`config.mk`:
```
export PLATFORM = sky130hd
export DESIGN_NAME = fifo_stream_reader
export DESIGN_NICKNAME = d
export VERILOG_FILES = /design/src/rtl/fifo_stream_reader.sv
export SDC_FILE = /design/constraint.sdc
export NUM_CORES = 1
export LEC_CHECK = 0
export CORE_UTILIZATION = 50
export CTS_BUF_LIST = sky130_fd_sc_hd__clkbuf_8
export CTS_CLUSTER_DIAMETER = 100
export DETAILED_ROUTE_END_ITERATION = 7
export HOLD_SLACK_MARGIN = 0.12
export PLACE_DENSITY_LB_ADDON = 0.15
export SLEW_MARGIN = 40
export SYNTH_ARGS = -nofsm -noshare
export SYNTH_HDL_FRONTEND = slang
export SYNTH_SLANG_ARGS = --single-unit
export TNS_END_PERCENT = 10
```
`constraint.sdc`:
```
create_clock -name clk -period 2.83 [get_ports clk]
set_clock_uncertainty 0.05 [all_clocks]
set_input_delay 0.566 -clock clk [delete_from_list [all_inputs] [get_ports clk]]
set_output_delay 0.566 -clock clk [all_outputs]
set_load 0.02 [all_outputs]
```
`src/rtl/fifo_stream_reader.sv`:
```
// fifo_stream_reader
//   Read-side master for a synchronous FIFO with one-cycle read latency.
//   Words read from the FIFO land in a 2-entry elastic buffer and are
//   re-presented as a valid/ready stream. Under continuous m_ready the
//   reader sustains one beat per clock. Under backpressure the head word
//   and m_last are held stable. The stream is framed into bursts of
//   BURST_LEN beats, and m_last marks the final beat of each burst.
//
// Ports
//   clk          clock, rising edge
//   rst          synchronous active-high reset
//   en           read enable; when 0, no new FIFO reads are issued
//   fifo_empty   FIFO empty flag
//   fifo_rd_en   FIFO read strobe (combinational)
//   fifo_rd_data FIFO read data, valid one cycle after an accepted read
//   m_data       stream data (head of buffer)
//   m_valid      stream data valid
//   m_ready      downstream ready
//   m_last       last beat of the current burst, qualified by m_valid
//   busy         buffer non-empty or a read in flight
module fifo_stream_reader #(
  parameter int DATA_WIDTH = 8,
  parameter int BURST_LEN  = 16
) (
  input  logic                  clk,
  input  logic                  rst,
  input  logic                  en,
  input  logic                  fifo_empty,
  output logic                  fifo_rd_en,
  input  logic [DATA_WIDTH-1:0] fifo_rd_data,
  output logic [DATA_WIDTH-1:0] m_data,
  output logic                  m_valid,
  input  logic                  m_ready,
  output logic                  m_last,
  output logic                  busy
);

  localparam logic [15:0] LAST_BEAT = 16'(BURST_LEN - 1);

  logic [1:0]            r_count;    // buffered words, 0..2
  logic                  r_pending;  // read accepted last cycle, data arrives now
  logic [DATA_WIDTH-1:0] r_head;     // oldest buffered word
  logic [DATA_WIDTH-1:0] r_tail;     // second word, valid when r_count == 2
  logic [15:0]           r_beat_cnt; // position of the head beat in its burst

  logic                  w_pop;
  logic [2:0]            w_occupancy;

  assign m_valid = (r_count != 2'd0);
  assign m_data  = r_head;
  assign m_last  = m_valid & (r_beat_cnt == LAST_BEAT);
  assign busy    = m_valid | r_pending;
  assign w_pop   = m_valid & m_ready;

  // Occupancy as it will stand after this cycle's push and pop. Subtracting
  // the pop lets a new read issue in the same cycle a word leaves, which is
  // what sustains one beat per clock. r_count >= w_pop, so no underflow.
  assign w_occupancy = {1'b0, r_count} + {2'b00, r_pending} - {2'b00, w_pop};
  assign fifo_rd_en  = !rst & en & !fifo_empty & (w_occupancy < 3'd2);

  always_ff @(posedge clk) begin
    if (rst) begin
      r_count    <= 2'd0;
      r_pending  <= 1'b0;
      r_head     <= '0;
      r_tail     <= '0;
      r_beat_cnt <= 16'd0;
    end else begin
      // fifo_rd_en already includes !fifo_empty, so it marks an accepted read.
      r_pending <= fifo_rd_en;

      case ({r_pending, w_pop})
        2'b10: begin
          if (r_count == 2'd0) begin
            r_head <= fifo_rd_data;
          end else begin
            r_tail <= fifo_rd_data;
          end
          r_count <= r_count + 2'd1;
        end
        2'b01: begin
          r_head  <= r_tail;
          r_count <= r_count - 2'd1;
        end
        2'b11: begin
          // Count is unchanged. The incoming word goes behind any survivor.
          if (r_count == 2'd1) begin
            r_head <= fifo_rd_data;
          end else begin
            r_head <= r_tail;
            r_tail <= fifo_rd_data;
          end
        end
        default: begin
        end
      endcase

      if (w_pop) begin
        if (r_beat_cnt == LAST_BEAT) begin
          r_beat_cnt <= 16'd0;
        end else begin
          r_beat_cnt <= r_beat_cnt + 16'd1;
        end
      end
    end
  end

endmodule

```
==> results.yml, run 1 <==
timing:
  fin_ws_ps: -240
  rsz0062_at_grt: "yes"
  slew_violations: 0
  hold_violations: 0
  tightest_slew_ps: 548
  layout_min_cycle_time_ps: 3070
  slew_headroom_pct: 63.4
  fmax_mhz: 326
  setup_viol: 1
  setup_tns_ps: -240
  period_share_pct: 108
grt:
  grt_usage_pct: 23.0
  overflow: 0
  grt_pass1_wl_um: 6070
  antenna_found_initial: 0
  grt_pass1_vias: 1362
  grt_start_max_net_pins: 23
place:
  place_ws_ps: -895
  io_buffer_count: 24
  hpwlAfterDp_um: 2630
  placedInstanceArea_mm2: 0.00206
  place_congestion: 0.804
route:
  drc: 0
  routedWlPerCell_um: 13.5
  vias: 1476
  via_per_inst: 5.45
  wirelength_um: 3650
  firstDrtPassIters: 4
  antenna_left: 0
  first_iter_violations: 91
die:
  rows: 20
  start_util_pct: 53.6
  die_x_um: 59.9
  die_area_mm2: 0.00359
  die_height_um: 59.9
  io_pins: 25
  fp.coreArea_mm2: 0.00313
finish:
  nNetsFinal: 244
  num_antenna_cells: 0
  final_cell_mix: "36 x nor2_1, 33 x dfxtp_1, 22 x clkdlybuf4s50_1, 16 x nand2_1, 15 x buf_4"
  design_area_mm2: 0.00219
  syn_to_final_growth_pct: 30.4
  post_route_cells_drive_above_1_share_pct: 18.5
  final_common_cell: "nor2_1"
cts:
  cts_tree: "done"
  clock_path_buffers: 2
  numCtsBuffers: 5
  cts_root_buffer: "clkbuf_8"
  cts.sinks: 35
  path_clk_slew_ps: 70
  htreeDepth: 2
  clk_latency_ps: 280
synthesis:
  synth_area_mm2: 0.00168
  synth_async_sr_flop_share_pct: 0
  synthFlopType: "dfxtp_1"
  synth_cell_type_count: 34
  synthCells: 187
  synth_largest_area_cell: "dfxtp_1"
  syn_area_per_cell_um2: 8.97
  ys_top_cells_by_area: "dfxtp_1 42%, nor2_1 8.1%, mux2i_1 4.8%"
  synth-seq-cells: 35
  synth_edf_count: 0
  yosysSeqAreaShare_pct: 41.8
  yosysWarnings: 0
  syn_nets: 205
  yosysTopAreaCellShare_pct: 41.8
critical_path:
  cp_data_required_time_ps: 2210
  cp.arrival_ps: 2450
  critical_path_class: "reg2out"
  cp_max_fo: 2
  startpoint_type: "flop"
  end_kind: "output pin"
run_status:
  outcome: "finished, violations left"
  violations: "setup timing"
min_path:
  hold_class: "reg2reg"
power_and_ir_drop:
  power_density_mw_per_mm2: 754
  vdd_drop_max_mv: 0.494
  power.leakage_nw: 0.815
job:
  drv_cap: 0
Yosys cell counts, types with 4 or more instances:
cell       n
dfxtp_1   35
nand3_1   11
inv_1      7
nor2_1    36
nand4_1    4
nand2_1   17
nor3_1     4
mux2i_1    8
xnor2_1    9
a311oi_1   8
nor4_1    10
ha_1       4
xor2_1     7
state kept, by name, indices dropped and copies added (netlist names):
name,flops
r_tail,8
m_data,8
r_count,2
r_pending,1
r_beat_cnt,16
final timing paths:
check | startpoint | end | slack [ps] | depth (start not counted)
hold / removal | r_tail[6] | m_data[6] | 440 | 2
hold reg to reg | r_tail[6] | m_data[6] | 440 | 2
setup / recovery | r_count[1] | fifo_rd_en | -240 | 10
setup reg to reg | r_count[1] | r_pending | 680 | 9
power breakdown:
group,switching (mW),leakage [nW],total [mW],internal (mW)
clock network,0.167,0.0505,0.332,0.165
registers,0.0429,0.284,0.608,0.565
logic,0.369,0.480,0.708,0.340
routing by layer:
| metal | track usage (%) | vias up | part of all wire, % |
|---|---|---|---|
| met5 | 0 | - | 0 |
| met4 | 6.98 | 0 | 0.82 |
| met3 | 5.84 | 3 | 4.7 |
| met2 | 38.3 | 45 | 49 |
| met1 | 29.0 | 694 | 45 |
| li1 | - | 734 | - |
cell type report:
| type | count | area, µm² |
|---|---|---|
| sequential | 35 | 703 |
| fill | 252 | 942 |
| inverter | 7 | 26.3 |
| clock inverter | 3 | 12.5 |
| multi-input combinational | 139 | 978 |
| clock buffer | 5 | 68.8 |
| timing repair buffer | 38 | 342 |
| tap | 44 | 55.1 |
cell families after synthesis:
group	after synthesis	share of synthesized area, %
AND/OR/NAND/NOR	95	29.7
flip-flops	35	41.8
XOR/XNOR	16	8.36
AO/OA/AOI/OAI	15	7.69
buffers and inverters	13	3.51
multiplexers	8	4.78
adder cells (fa/ha/maj)	5	4.18
what timing repair did:
action | 4_1_cts | 5_1_grt
buffers inserted | 1 | 1
setup endpoints to repair | 1 | 1
hold buffers | 0 | 0
gates resized for setup | 12 | 0
pin swaps | 3 | 4
worst max-delay path, stage by stage (launching register included):
cell and delay (ps):
dfxtp_2 340, inv_2 50, ha_4 150, and2b_2 220, inv_2 50, ha_4 210, nand2b_4 130, fa_2 520
nand2_2 70, nor4_4 250, buf_4 180
stage by stage:
step	hold WS, ps	instances	util [%]	total power [mW]
2_1_floorplan	410	187	-	1.02
3_3_place_gp	421	261	66.0	1.25
3_5_place_dp	434	261	66.0	1.28
4_1_cts	437	270	69.6	1.66
5_1_grt	464	271	69.9	1.74
6_report	437	271	69.9	1.65
(Power assumes the default switching activity.)
==> run 2, diff against run 1 <==
Settings changed: HOLD_SLACK_MARGIN 0.12 to 0.15.
==> results of run 2 <==
Same layout as run 1: the final DEF is identical, and so are final timing and power.
==> run 3, diff against run 2 <==
Settings changed: RECOVER_POWER set to 25.
==> run 3 against run 2 <==
The flow still finishes with violations (setup timing). Via count unchanged. Sequential share of layout area unchanged. Total power decreased by 0.53%. Final cell count unchanged. Fmax unchanged. Register-to-register slack about the same. Non-clock buffer count unchanged. Design area unchanged. Hold slack unchanged. Routed wire length unchanged. Count of clock-buffer cells in the layout unchanged. Setup slack unchanged. Critical path type unchanged. Largest power group unchanged.
==> results.yml, run 3 (synthesis gave the netlist of run 1 again) <==
run_status:
  outcome: "finished, violations left"
  violations: "setup timing"
cts:
  hold_buffers: 0
  cts_tree: "done"
  htreeDepth: 2
  clock_path_buffers: 2
  clk_latency_ps: 280
  path_clk_slew_ps: 70
  cts_root_buffer: "clkbuf_8"
  cts.sinks: 35
  numCtsBuffers: 5
finish:
  final_cell_mix: "36 x nor2_1, 33 x dfxtp_1, 18 x clkdlybuf4s50_1, 16 x nand2_1, 15 x buf_4"
  design_area_mm2: 0.00219
  largest_reg_flops: 16
  fin_cells: 271
  nNetsFinal: 244
  fillerInstances: 252
  num_antenna_cells: 0
  regMostFlops: "r_beat_cnt"
  final_common_cell: "nor2_1"
  syn_to_final_growth_pct: 30.4
  post_route_cells_drive_above_1_share_pct: 18.5
  fin_util_pct: 69.9
route:
  via_per_inst: 5.45
  vias: 1476
  wirelength_um: 3650
  drc: 0
  routedWlPerCell_um: 13.5
  firstDrtPassIters: 4
  antenna_left: 0
  first_iter_violations: 91
place:
  io_buffer_count: 24
  place_congestion: 0.804
  placedInstanceArea_mm2: 0.00206
  hpwlAfterDp_um: 2630
  place_ws_ps: -895
  dpl.cell_count: 261
die:
  die_height_um: 59.9
  die_x_um: 59.9
  die_area_mm2: 0.00359
  start_util_pct: 53.6
  fp.coreArea_mm2: 0.00313
  io_pins: 25
  rows: 20
grt:
  grt_usage_pct: 23.0
  overflow: 0
  grt_start_max_net_pins: 23
  grt_pass1_vias: 1362
  antenna_found_initial: 0
  grt_pass1_wl_um: 6070
power_and_ir_drop:
  power.leakage_nw: 0.826
  power_density_mw_per_mm2: 750
  vdd_drop_max_mv: 0.493
critical_path:
  timing.rr.start: "r_count[1]"
  cp_max_fo: 2
  startpoint_type: "flop"
  critical_path.endpoint: "fifo_rd_en"
  cp.arrival_ps: 2450
  ff2ff_setup_slack_ps: 680
  reg2reg_depth: 9
  critical_path_class: "reg2out"
  end_kind: "output pin"
  startpoint: "r_count[1]"
  cp_data_required_time_ps: 2210
  r2r_end: "r_pending"
timing:
  slew_headroom_pct: 63.4
  rsz0062_at_grt: "yes"
  setup_tns_ps: -240
  fin_ws_ps: -240
  layout_min_cycle_time_ps: 3070
  period_share_pct: 108
  setup_viol: 1
  slew_violations: 0
  fmax_mhz: 326
  tightest_slew_ps: 547
  hold_violations: 0
min_path:
  hold_class: "reg2reg"
  hold_depth: 2
job:
  drv_cap: 0
-- run 3: cell types whose count changed in the layout (fill, tap and decap cells not counted) --
cell             before  now
clkdlybuf4s50_1      22   18
dlygate4sd3_1         0    4
-- run 3: critical path: stages, from the launching register on --
cell and delay [ps]:
dfxtp_2 340, inv_2 50, ha_4 150, and2b_2 220
inv_2 50, ha_4 210, nand2b_4 130, fa_2 520
nand2_2 70, nor4_4 250, buf_4 180
-- run 3: worst min-delay path by stage --
| stage | startpoint | to | slack [ps] |
|---|---|---|---|
| 2_1_floorplan | r_tail[0] | r_tail[0] | 410 |
| 3_3_place_gp | r_tail[2] | m_data[2] | 420 |
| 3_5_place_dp | r_tail[1] | m_data[1] | 430 |
| 4_1_cts | r_tail[6] | m_data[6] | 440 |
| 5_1_grt | r_tail[1] | m_data[1] | 460 |
| 6_report | r_tail[6] | m_data[6] | 440 |
-- run 3: layout make-up --
type / count / area, µm² / area share, %
inverter: 7 / 26.3 / 1.20
timing repair buffer: 38 / 342 / 15.6
multi-input combinational: 139 / 978 / 44.8
clock buffer: 5 / 68.8 / 3.15
clock inverter: 3 / 12.5 / 0.572
sequential: 35 / 703 / 32.2
tap: 44 / 55.1 / 2.52
-- run 3: repair_timing --
| action | 4_1_cts | 5_1_grt |
|---|---|---|
| endpoints found under the hold margin | 0 | 0 |
| resized for setup | 12 | 0 |
| endpoints found under the setup margin | 1 | 1 |
| pin swaps | 3 | 4 |
| buffers inserted | 1 | 1 |
| cloned | 0 | 0 |
-- run 3: layer usage --
| metal | vias up | share of wire, % | GRT usage [%] |
|---|---|---|---|
| met5 | - | 0 | 0 |
| met3 | 3 | 4.7 | 5.84 |
| li1 | 734 | - | - |
| met2 | 45 | 49 | 38.3 |
| met1 | 694 | 45 | 29.0 |
| met4 | 0 | 0.82 | 6.98 |
-- run 3: report_power, final --
group | internal (mW) | total, mW | switching [mW]
Sequential | 0.565 | 0.607 | 0.0420
Combinational | 0.332 | 0.701 | 0.369
Clock | 0.165 | 0.332 | 0.167
-- run 3: per-stage QoR --
step | hold WS, ps | total power, mW
floorplan | 410 | 1.02
global route | 464 | 1.74
global placement | 421 | 1.25
detailed placement | 434 | 1.28
CTS | 437 | 1.66
finish | 437 | 1.64
